**src/rtl/dot_seq.sv**
```systemverilog
// Dot-product sequencer: walks LEN addresses into the x/m memories, multiplies the returned
// Q(WIDTH-FRAC).FRAC pairs, accumulates with saturation and offers the sum on valid/ready.
module dot_seq #(
  parameter int unsigned WIDTH  = 24,
  parameter int unsigned FRAC   = 20,
  parameter int unsigned LEN    = 8,
  parameter int unsigned ADDR_W = 3
) (
  input  logic              clk,
  input  logic              rst,
  input  logic              i_start,
  output logic              o_busy,
  output logic              o_rd_en,
  output logic [ADDR_W-1:0] o_addr,
  input  logic [WIDTH-1:0]  i_x,
  input  logic [WIDTH-1:0]  i_m,
  output logic              o_valid,
  input  logic              i_ready,
  output logic [WIDTH-1:0]  o_result,
  output logic              o_sat
);

  localparam int unsigned        PW       = 2 * WIDTH;
  localparam logic [ADDR_W-1:0]  LastAddr = ADDR_W'(LEN - 1);
  localparam logic [WIDTH-1:0]   MaxVal   = {1'b0, {(WIDTH-1){1'b1}}};
  localparam logic [WIDTH-1:0]   MinVal   = {1'b1, {(WIDTH-1){1'b0}}};

  typedef enum logic [1:0] {StIdle, StRun, StDrain, StDone} state_e;

  state_e            state_q, state_d;
  logic [ADDR_W-1:0] cnt_q, cnt_d;
  logic [WIDTH-1:0]  acc_q, acc_d;
  logic              sat_q, sat_d;
  logic              dv_q;

  logic signed [PW-1:0] x_ext, m_ext, prod_full, prod_shr;
  logic [WIDTH-1:0]     prod_sat;
  logic                 prod_clamp;
  logic [WIDTH:0]       sum;
  logic [WIDTH-1:0]     sum_sat;
  logic                 sum_clamp;

  // Arithmetic shift truncates toward -inf; the product fits only if the bits above the
  // result sign all agree with it.
  always_comb begin
    x_ext      = {{WIDTH{i_x[WIDTH-1]}}, i_x};
    m_ext      = {{WIDTH{i_m[WIDTH-1]}}, i_m};
    prod_full  = x_ext * m_ext;
    prod_shr   = prod_full >>> FRAC;
    prod_clamp = (prod_shr[PW-1:WIDTH-1] != {(WIDTH+1){prod_shr[PW-1]}});
    prod_sat   = prod_clamp ? (prod_shr[PW-1] ? MinVal : MaxVal) : prod_shr[WIDTH-1:0];
    sum        = {acc_q[WIDTH-1], acc_q} + {prod_sat[WIDTH-1], prod_sat};
    sum_clamp  = (sum[WIDTH] != sum[WIDTH-1]);
    sum_sat    = sum_clamp ? (sum[WIDTH] ? MinVal : MaxVal) : sum[WIDTH-1:0];
  end

  always_comb begin
    state_d = state_q;
    cnt_d   = cnt_q;
    acc_d   = acc_q;
    sat_d   = sat_q;
    // dv_q marks the cycle the memories return the pair addressed one cycle earlier.
    if (dv_q) begin
      acc_d = sum_sat;
      sat_d = sat_q | prod_clamp | sum_clamp;
    end
    unique case (state_q)
      StIdle: begin
        if (i_start) begin
          acc_d   = '0;
          cnt_d   = '0;
          sat_d   = 1'b0;
          state_d = StRun;
        end
      end
      StRun: begin
        if (cnt_q == LastAddr) begin
          state_d = StDrain;
        end else begin
          cnt_d = cnt_q + ADDR_W'(1);
        end
      end
      StDrain: state_d = StDone;
      StDone: begin
        if (i_ready) begin
          state_d = StIdle;
        end
      end
      default: state_d = StIdle;
    endcase
  end

  always_ff @(posedge clk) begin
    if (!rst) begin
      state_q <= StIdle;
      cnt_q   <= '0;
      acc_q   <= '0;
      sat_q   <= 1'b0;
      dv_q    <= 1'b0;
    end else begin
      state_q <= state_d;
      cnt_q   <= cnt_d;
      acc_q   <= acc_d;
      sat_q   <= sat_d;
      dv_q    <= (state_q == StRun);
    end
  end

  assign o_busy   = (state_q != StIdle);
  assign o_rd_en  = (state_q == StRun);
  assign o_addr   = cnt_q;
  assign o_valid  = (state_q == StDone);
  assign o_result = acc_q;
  assign o_sat    = sat_q;

endmodule

```
**config.mk**
```make
export PLATFORM = sky130hd
export DESIGN_NAME = dot_seq
export DESIGN_NICKNAME = d
export VERILOG_FILES = /design/src/rtl/dot_seq.sv
export SDC_FILE = /design/constraint.sdc
export NUM_CORES = 2
export LEC_CHECK = 0
export ABC_CLOCK_PERIOD_IN_PS = 29400
export BUFFER_PORTS_ARGS = -buffer_cell sky130_fd_sc_hd__clkbuf_2
export CAP_MARGIN = 20
export CORE_MARGIN = 2
export CORE_UTILIZATION = 30
export DETAILED_ROUTE_END_ITERATION = 12
export PLACE_DENSITY = 0.53
export SYNTH_ARGS = -nofsm -noshare
export SYNTH_HDL_FRONTEND = slang
export SYNTH_SLANG_ARGS = --single-unit
```
**constraint.sdc**
```tcl
create_clock -name clk -period 29.4 [get_ports clk]
set_input_delay 1.47 -clock clk [delete_from_list [all_inputs] [get_ports clk]]
set_output_delay 1.47 -clock clk [all_outputs]
set_load 0.01 [all_outputs]
```
==> impl_metrics.ini <==
[route]
dr.first_iter.drc_count = 706
dr.pass1.iters = 5
routedWlPerCell_um = 16.9
routed_wl_um = 60600
drc = 0
dr_total_vias = 16767
avgViaCountPerCell = 4.68
postRouteAntennaNets = 0

[status]
outcome = finished clean

[final_layout]
nets = 3361
layout_common_cells = 607 x fa_1, 592 x inv_1, 333 x nand2_1
area_growth_pct = 6.11
drive_gt1_share_pct = 5.51
layout_commonest_cell = fa_1
diodes = 0

[run]
drv_cap = 0

[timing]
fin_skew_ns = 0.00588
setup_viol = 0
fin_crit_ns = 12.69
rsz0062_at_grt = false
finalHoldViolCount = 0
period_share_pct = 43.2
max_slew_margin_pct = 42.5
fmax_ghz = 0.0788
slew_viol_final = 0
fin_tns_setup_ns = 0
max_slew.worst_pin.slew_ns = 0.861

[logic_synthesis]
ys_top_cells_by_area = fa_1 52%, inv_1 9.5%, ha_1 8.6%, and2_1 7.1%, nand2_1 5.3%
ys_ff_latch = 31
synth_edf_count = 0
ys.flop_type = dfxtp_1
ys_types = 75
yosys.area.top_type_share_pct = 51.8
synth_warnings = 0
syn_nets = 3383
syn_area_mm2 = 0.0235
synthArstFlopShare_pct = 0
seq_area_frac_synth_pct = 2.64
synth.largest_area_cell = fa_1
synth_cells = 2563
synth_area_per_cell_um2 = 9.16

[floorplan]
io_pins = 83
core-area_mm2 = 0.0775
fp-row-count = 102
dieArea_mm2 = 0.0805
dieHeight_um = 284
fp.dieW_um = 284
initial_core_util_pct = 30.3

[critical_path]
start_kind = input port
r2r_slack_ns = 25.61
cp.arrival_ns = 12.91
crit_type = in -> reg
crit_top_cell = fa_1
rr_worst_depth = 13
cp_slowest_cell = fa_1
critPathCaptureType = flop
cp.required_ns = 29.62
path_max_fanout = 25
critPathMaxStageDelay_ns = 0.71

[clocking]
clkTransAtPathRegs_ns = 0.05
cts_setup_buffers = 0
ctsHtreeMaxLevel = 2
clockBufferDepth = 2
cts_tree = yes
cts_made_buffers = 5
postCtsResizedCells = 0
worstSkewPairLatency_ns = 0.28
cts.sinks = 31
hold_buffers = 0
clock-root-buffer = clkbuf_16

[global_route]
grt_pass1_wl_um = 101000
grt_antenna_before_repair = 0
grt_max_degree = 26
grt-ovfl-total = 0
grt_pass1_vias = 18257
grt_use_total_pct = 15.6

[min_path]
whs_path_depth = 1
hp-class = reg -> reg

[placed_design]
dp_hpwl_um = 51900
port_buffers = 82
gp_congestion = 0.839
-- worst max-delay path, delay by kind of cell --
family / cells / cell delay, ns
buffers and inverters: 5 / 1.15
AO/OA/AOI/OAI: 12 / 2.98
AND/OR/NAND/NOR: 6 / 1.81
adder cells (fa/ha/maj): 10 / 4.93
XOR/XNOR: 1 / 0.10
multiplexers: 1 / 0.43
-- metrics by stage --
step | util (%) | cell area, um2 | hold slack (ns) | cells | setup slack (ns)
4_1_cts | 32.2 | 24900 | 0.510 | 3582 | 16.72
5_1_grt | 32.2 | 24900 | 0.536 | 3582 | 15.90
3_3_place_gp | 31.9 | 24800 | 0.496 | 3574 | 16.58
3_5_place_dp | 31.9 | 24800 | 0.489 | 3574 | 16.48
2_1_floorplan | - | 23500 | 0.519 | 2563 | 18.00
6_report | 32.2 | 24900 | 0.506 | 3582 | 16.71
-- logic make-up (layout without fill, tap and decap cells) --
family | Yosys count | in the layout | synth area share [%]
adders and majority gates | 769 | 769 | 60.4
AOI/OAI and AO/OA | 250 | 250 | 7.48
muxes | 6 | 6 | 0.277
xor gates and xnor gates | 61 | 61 | 2.28
buffers and inverters | 705 | 684 | 11.4
DFF | 31 | 31 | 2.64
and+or+nand+nor | 741 | 741 | 15.6
-- synthesized netlist by cell type, types with 11 or more instances --
cell        n
a21o_1     11
nand2b_1   12
nand3_1    12
and2_1    267
o21ai_0    35
fa_1      607
dfxtp_1    31
a21oi_1    65
o21ai_2    20
a221o_1    11
ha_1      161
clkbuf_1  103
o21a_1     13
nor2_1     66
xor2_1     19
nand2_1   333
o211ai_1   11
inv_1     592
xnor2_1    42
-- path summary, 6_finish.rpt --
kind,startpoint,end
worst max register to register,o_result[0],o_result[20]
worst min register to register,o_addr[1],o_addr[1]
worst min-delay path,o_addr[1],o_addr[1]
worst max-delay path,i_m[0],o_result[20]
-- area by class of cell --
| class | count | area, um2 |
|---|---|---|
| fillers | 8200 | 52600 |
| inverters | 593 | 2230 |
| clock buffers | 8 | 156 |
| multi-input cells | 1827 | 20200 |
| flip-flops and latches | 31 | 621 |
| well taps | 1040 | 1300 |
| repair buffers | 83 | 418 |
-- per-layer routing --
| layer | share of wire, % | wire length [um] | global-route usage [%] |
|---|---|---|---|
| met1 | 45 | 27400 | 21.9 |
| met2 | 51 | 30700 | 27.5 |
| met3 | 3.2 | 1920 | 0.796 |
| met4 | 0.90 | 547 | 1.75 |
| met5 | 0 | 0 | 0 |
-- state kept, by name (all words and copies together), names as in the netlist --
name / flops
dv_q: 1
state_q: 2
o_sat: 1
o_result: 24
o_addr: 3
Power is left out: the tool's default activity adds up to more than one toggle a clock period on the data nets, which glitch-free logic cannot reach.
